### src/rtl/debounce_pkg.sv
// Shared definitions for the debouncer family: per-channel FSM encoding and
// a constant-friendly ceil(log2) used to size counters.
package debounce_pkg;

   typedef enum logic [1:0] {
      LOW     = 2'd0,
      WAIT_HI = 2'd1,
      HIGH    = 2'd2,
      WAIT_LO = 2'd3
   } deb_state_t;

   // ceil(log2(value)); 0 and 1 both give 0
   function automatic int clog2(input int value);
      int result;
      result = 0;
      for (int i = 0; i < 32; i++) begin
         if ((longint'(1) << i) < longint'(value)) begin
            result = i + 1;
         end
      end
      return result;
   endfunction

endpackage

### src/rtl/debounce_channel.sv
// One debounced channel: two-flop synchronizer, polarity fix, stability FSM
// and registered rise/fall/long-press pulses. Timing is paced by a shared tick.
module debounce_channel
   import debounce_pkg::*;
#(
   parameter int   STABLE_TICKS = 8,
   parameter int   LONG_TICKS   = 64,
   parameter logic INVERT       = 1'b0
) (
   input  logic clk,
   input  logic rst,
   input  logic tick,
   input  logic btn,
   output logic level,
   output logic rise,
   output logic fall,
   output logic long_press
);

   localparam int CW = clog2(STABLE_TICKS) + 1;
   localparam int HW = clog2(LONG_TICKS) + 1;
   localparam logic [CW-1:0] STABLE_MAX = CW'(STABLE_TICKS);
   localparam logic [HW-1:0] LONG_MAX   = HW'(LONG_TICKS);

   logic          s0, s1, x;
   deb_state_t    state, state_n;
   logic [CW-1:0] cnt, cnt_n, cnt_inc, cnt_first;
   logic [HW-1:0] hold, hold_n, hold_inc;
   logic          rise_n, fall_n, long_n;

   assign x         = s1 ^ INVERT;
   assign cnt_inc   = cnt + CW'(1);
   assign hold_inc  = hold + HW'(1);
   assign cnt_first = tick ? CW'(1) : '0;

   // Glitches abort a pending transition on any cycle; counting only advances on ticks.
   always_comb begin
      state_n = state;
      cnt_n   = cnt;
      hold_n  = hold;
      rise_n  = 1'b0;
      fall_n  = 1'b0;
      long_n  = 1'b0;
      case (state)
         LOW: begin
            if (x) begin
               if (cnt_first >= STABLE_MAX) begin
                  state_n = HIGH;
                  cnt_n   = '0;
                  hold_n  = '0;
                  rise_n  = 1'b1;
               end else begin
                  state_n = WAIT_HI;
                  cnt_n   = cnt_first;
               end
            end
         end
         WAIT_HI: begin
            if (!x) begin
               state_n = LOW;
               cnt_n   = '0;
            end else if (tick) begin
               if (cnt_inc >= STABLE_MAX) begin
                  state_n = HIGH;
                  cnt_n   = '0;
                  hold_n  = '0;
                  rise_n  = 1'b1;
               end else begin
                  cnt_n = cnt_inc;
               end
            end
         end
         HIGH: begin
            if (tick && (hold < LONG_MAX)) begin
               hold_n = hold_inc;
               long_n = (hold_inc == LONG_MAX);
            end
            if (!x) begin
               if (cnt_first >= STABLE_MAX) begin
                  state_n = LOW;
                  cnt_n   = '0;
                  fall_n  = 1'b1;
                  long_n  = 1'b0;
               end else begin
                  state_n = WAIT_LO;
                  cnt_n   = cnt_first;
               end
            end
         end
         WAIT_LO: begin
            // hold is frozen here so a bounce cannot re-arm long_press
            if (x) begin
               state_n = HIGH;
               cnt_n   = '0;
            end else if (tick) begin
               if (cnt_inc >= STABLE_MAX) begin
                  state_n = LOW;
                  cnt_n   = '0;
                  fall_n  = 1'b1;
               end else begin
                  cnt_n = cnt_inc;
               end
            end
         end
         default: begin
            state_n = LOW;
            cnt_n   = '0;
         end
      endcase
   end

   always_ff @(posedge clk) begin
      if (rst) begin
         s0         <= 1'b0;
         s1         <= 1'b0;
         state      <= LOW;
         cnt        <= '0;
         hold       <= '0;
         level      <= 1'b0;
         rise       <= 1'b0;
         fall       <= 1'b0;
         long_press <= 1'b0;
      end else begin
         s0         <= btn;
         s1         <= s0;
         state      <= state_n;
         cnt        <= cnt_n;
         hold       <= hold_n;
         level      <= (state_n == HIGH) || (state_n == WAIT_LO);
         rise       <= rise_n;
         fall       <= fall_n;
         long_press <= long_n;
      end
   end

endmodule

### src/rtl/multi_debouncer.sv
// N-channel debouncer: one shared tick prescaler feeding independent
// per-channel debounce engines.
module multi_debouncer
   import debounce_pkg::*;
#(
   parameter int                  CHANNELS     = 4,
   parameter int                  STABLE_TICKS = 8,
   parameter int                  LONG_TICKS   = 64,
   parameter int                  TICK_DIV     = 1,
   parameter logic [CHANNELS-1:0] INVERT_MASK  = '0
) (
   input  logic                clk,
   input  logic                rst,
   input  logic [CHANNELS-1:0] btn,
   output logic [CHANNELS-1:0] level,
   output logic [CHANNELS-1:0] rise,
   output logic [CHANNELS-1:0] fall,
   output logic [CHANNELS-1:0] long_press
);

   localparam int PW = clog2(TICK_DIV) + 1;
   localparam logic [PW-1:0] PRE_LAST = PW'(TICK_DIV - 1);

   logic [PW-1:0] pre_cnt;
   logic          tick;

   // With TICK_DIV=1 the counter sits at zero and tick stays high
   always_ff @(posedge clk) begin
      if (rst) begin
         pre_cnt <= '0;
      end else if (pre_cnt >= PRE_LAST) begin
         pre_cnt <= '0;
      end else begin
         pre_cnt <= pre_cnt + PW'(1);
      end
   end

   assign tick = (pre_cnt == PRE_LAST);

   for (genvar i = 0; i < CHANNELS; i++) begin : g_chan
      debounce_channel #(
         .STABLE_TICKS(STABLE_TICKS),
         .LONG_TICKS  (LONG_TICKS),
         .INVERT      (INVERT_MASK[i])
      ) u_chan (
         .clk       (clk),
         .rst       (rst),
         .tick      (tick),
         .btn       (btn[i]),
         .level     (level[i]),
         .rise      (rise[i]),
         .fall      (fall[i]),
         .long_press(long_press[i])
      );
   end

endmodule

### config.mk
export PLATFORM = sky130hd
export DESIGN_NAME = multi_debouncer
export DESIGN_NICKNAME = d
export VERILOG_FILES = /design/src/rtl/debounce_pkg.sv /design/src/rtl/debounce_channel.sv /design/src/rtl/multi_debouncer.sv
export SDC_FILE = /design/constraint.sdc
export NUM_CORES = 1
export LEC_CHECK = 0
export CAP_MARGIN = 20
export CORE_MARGIN = 3
export CORE_UTILIZATION = 59
export CTS_CLUSTER_DIAMETER = 40
export CTS_CLUSTER_SIZE = 14
export DETAILED_ROUTE_END_ITERATION = 6
export PLACE_DENSITY_LB_ADDON = 0.1
export SYNTH_ARGS = -nofsm -noshare
export SYNTH_HDL_FRONTEND = slang
export SYNTH_SLANG_ARGS = --single-unit
### constraint.sdc
create_clock -name clk -period 2 [get_ports clk]
set_input_delay 0.4 -clock clk [delete_from_list [all_inputs] [get_ports clk]]
set_output_delay 0.4 -clock clk [all_outputs]
set_load 0.01 [all_outputs]
==> results.md <==
- Largest net degree at the start of global routing: 27
- Clock-pin slew on the worst setup and hold paths: 0.08 ns
- CTS sink count: 75
- DRC errors left: 0
- Distinct cells, synth: 70
- Synth Area in Compound Gates: 0.178
- IO Port Bufs: 21
- Worst Setup EP: g_chan[2].u_chan.hold[4]$_SDFFE_PP0P_
- GR Util met1: 0.248
- Hold Vio Cnt, Final: 0
- Worst R2R Path Depth: 8
- Sequential share of the synthesized area: 0.412
- CP bufs+invs: 2
- Grt total ovfl: 0
- CP Data Required Time: roughly 2.2 ns
- Synthesized cell area: roughly 3600 sq um
- Met3 usage: 0.0324
- Combinational fraction of design power: 0.156
- Max Fanout on Critical Path: 11
- Crit-path max cell delay: between 0.3 and 0.4 ns
- Setup tns final: 0 ns
- Post-Synth XOR/XNOR Area: 0.0377
- Cts repair resizes: 0
- CORE AREA: approximately 6000 sq um
- Power Density: a little over 800 nW/um^2
- Slowest stage cell, crit path: dfxtp_1
- Vias in the first global route: 2629
- Number of DRC markers in iteration 0: 177
- Final antenna-violating net count: 0
- Setup violators final: 0
- IO Count: 22
- Switching part of the total: 0.268
- First-pass GRT wire length: between 10 and 15 mm
- TritonCTS clock tree: done
- Critical path arrival: roughly 2 ns
- P_sw: 865 uW
- Crit-path cells: inv_1 -> ha_1 -> nor2b_2 -> o22a_1 -> a21oi_2 -> buf_4 -> a21boi_1 -> o32ai_2
- Row cnt: 28
- Hold Path Class: register to register
- Worst-Skew Late Latency: ~0.34 ns
- Post-synthesis mux area share: 0.0165
- First-pass iteration count of the detailed router: 4
- Clock skew: 0.00393 ns
- Routed WL: roughly 6.5 mm
- CP Depth: 8
- GPL Wtd Cong: approximately 0.85
- Post-Syn Instances: 404
- Number of H-tree levels: 3
- Cell family with most CP delay: compound AO/OA/AOI/OAI gates
- Synth Warn #: 0
- Post-CTS setup buffers: 0
- Post-Synth Adder-Cell Area: 0.0686
- Reg2reg start: g_chan[2].u_chan.state[0]$_SDFF_PP0_
- Outcome: finished clean
- Max IR drop VDD: about 0.00058 V
- Ys async rst share: 0
- Ant. Diodes: 0
- Layout Nets: ~440
- Clock network fraction of total power: 0.356
- Max_slew headroom: 0.601
- Die H: 84.6 um
- Top_reg_cell synth: dfxtp_1
- Die area: 7160 sq um
- R2r setup slk: approximately 0.24 ns
- CP Capture Type: register
- MaxCap Viol Count: 0
- Placed wire-length estimate: 4.55 mm
- Main combinational cell family by area after synthesis: simple AND/OR/NAND/NOR gates
- Crit start category: register
- FMAX: between 0.5 and 0.6 GHz
- CTS root buf: clkbuf_8
- Fin cells: ~500
- Die width: approximately 85 um
- Area Overhead vs Synth: 9.33%
- Wire length per cell: roughly 13 um
- Tightest Pin Transition: between 0.5 and 0.6 ns
- Vias/cell: 5.72
- Hold slack: approximately 0.44 ns
- FF-to-FF End: g_chan[2].u_chan.hold[4]$_SDFFE_PP0P_
- GRT Overall Usage: 0.192
- Sequential share of power: 0.488
- CP Launch Point: g_chan[2].u_chan.state[0]$_SDFF_PP0_
- Syn_nets: 430
- Setup CP Type: register to register
- Final Critical Period: around 1.8 ns
- Period utilisation layout: 0.882
- Post-synth EDFFs: 0
- DP Cell Count: roughly 470
- Synth Area per Inst: between 9 and 10 sq um
- CTS Hold Buffers Added: 0
- Max clock buf depth: 2
- Initial Util: 0.612
- Unrepaired setup endpoints after global routing: no
- Final Max Tran Viols: 0
- Simple-Gate Fraction of Synth Area: 0.214
- P_int: between 2000 and 2500 uW
- Initial antenna violation count: 0
- Via count: between 2000 and 3000
- Synth Register Bits: 75
- Leak: 0.00156 uW
- GR peak layer: met2
- Share of cells above drive strength 1: 0.0918
- GR Util met2: 0.312
- CTS Buf Count: 9
## area by class of cell
cell class	count	area, sq um
Fill cell	489	1970
Multi-Input combinational cell	279	1880
Sequential cell	75	1500
Timing Repair Buffer	28	258
Clock buffer	11	141
Tap cell	75	93.8
Inverter	16	60.1
Clock inverter	5	52.6
## power groups by stage
stage | Clock (uW) | Combinational (uW) | Sequential (uW)
2_1_floorplan | 0 | 365 | 1600
3_3_place_gp | 0 | 493 | 1600
3_5_place_dp | 0 | 501 | 1610
4_1_cts | 1180 | 504 | 1570
5_1_grt | 1230 | 567 | 1580
6_report | 1150 | 502 | 1570
## per-layer routing
metal / vias to the layer above / share of wire
met5: - / 0
met4: 0 / 0.012
met3: 7 / 0.023
met2: 26 / 0.46
met1: 1333 / 0.50
li1: 1430 / -
## logic make-up after synthesis
kind of cell | Yosys count
adder cells (fa/ha/maj) | 20
multiplexers | 6
AO/OA/AOI/OAI | 92
buffers and inverters | 50
flip-flops | 75
AND/OR/NAND/NOR | 147
XOR/XNOR | 14
## worst min-delay path by stage
stage | from | to | slack (ns) | cells past startpoint
global placement | g_chan[0].u_chan.s0$_SDFF_PP0_ | g_chan[0].u_chan.s1$_SDFF_PP0_ | 0.42 | 1
finish | g_chan[1].u_chan.s0$_SDFF_PP0_ | g_chan[1].u_chan.s1$_SDFF_PP0_ | 0.44 | 1
CTS | rst | g_chan[0].u_chan.s0$_SDFF_PP0_ | 0.45 | 2
floorplan | g_chan[0].u_chan.s0$_SDFF_PP0_ | g_chan[0].u_chan.s1$_SDFF_PP0_ | 0.41 | 1
detailed placement | g_chan[3].u_chan.s0$_SDFF_PP0_ | g_chan[3].u_chan.s1$_SDFF_PP0_ | 0.43 | 1
global route | g_chan[1].u_chan.s0$_SDFF_PP0_ | g_chan[1].u_chan.s1$_SDFF_PP0_ | 0.46 | 1
## state kept, by name, indices dropped and copies added, names as in the netlist
name / cells
g_chan.u_chan.hold: 28
g_chan.u_chan.level: 4
g_chan.u_chan.rise: 4
g_chan.u_chan.s0: 4
g_chan.u_chan.long_press: 4
g_chan.u_chan.cnt: 16
g_chan.u_chan.state: 7
g_chan.u_chan.s1: 4
g_chan.u_chan.fall: 4
## through the flow
step	instance area (sq um)	setup slack [ns]	utilization	power, uW
floorplan	3650	0.292	-	1970
global placement	3790	0.281	0.637	2100
detailed placement	3790	0.236	0.637	2110
CTS	3990	0.231	0.669	3260
global route	3990	0.0593	0.669	3380
finish	3990	0.235	0.669	3220
## cells in the mapped netlist, types with 3 or more instances
cell	instances	area (sq um)
nand3_1	23	115
xor2_1	8	70.1
a22o_1	4	35.0
xnor2_1	4	35.0
nor2_1	28	105
mux2i_1	6	60.1
nor3_1	8	40.0
a21oi_1	18	90.1
nor2b_1	9	56.3
nor3b_1	7	52.6
o21ai_0	20	100
o211ai_1	3	22.5
a31oi_1	4	25.0
buf_4	16	120
inv_1	15	56.3
buf_2	7	35.0
o32ai_1	5	43.8
dfxtp_1	75	1500
ha_1	20	250
or3_1	6	37.5
o21ai_1	5	25.0
nand2_1	29	109
nand2b_1	7	43.8
and3_1	13	81.3
clkbuf_1	8	30.0
## cells in the final DEF, fill, tap and decap left out, drive strengths merged, types with 7 or more instances in the layout
| cell | count |
|---|---|
| buf | 8 |
| clkdlybuf4s50 | 20 |
| o21ai | 25 |
| ha | 20 |
| clkbuf | 11 |
| nor2 | 28 |
| nand3 | 24 |
| nor3 | 9 |
| nor3b | 7 |
| xor2 | 9 |
| dfxtp | 75 |
| nand2 | 30 |
| a21oi | 20 |
| nor2b | 10 |
| inv | 16 |
| and3 | 13 |
| nand2b | 8 |
Note: power is estimated with default switching activity, not from simulation.
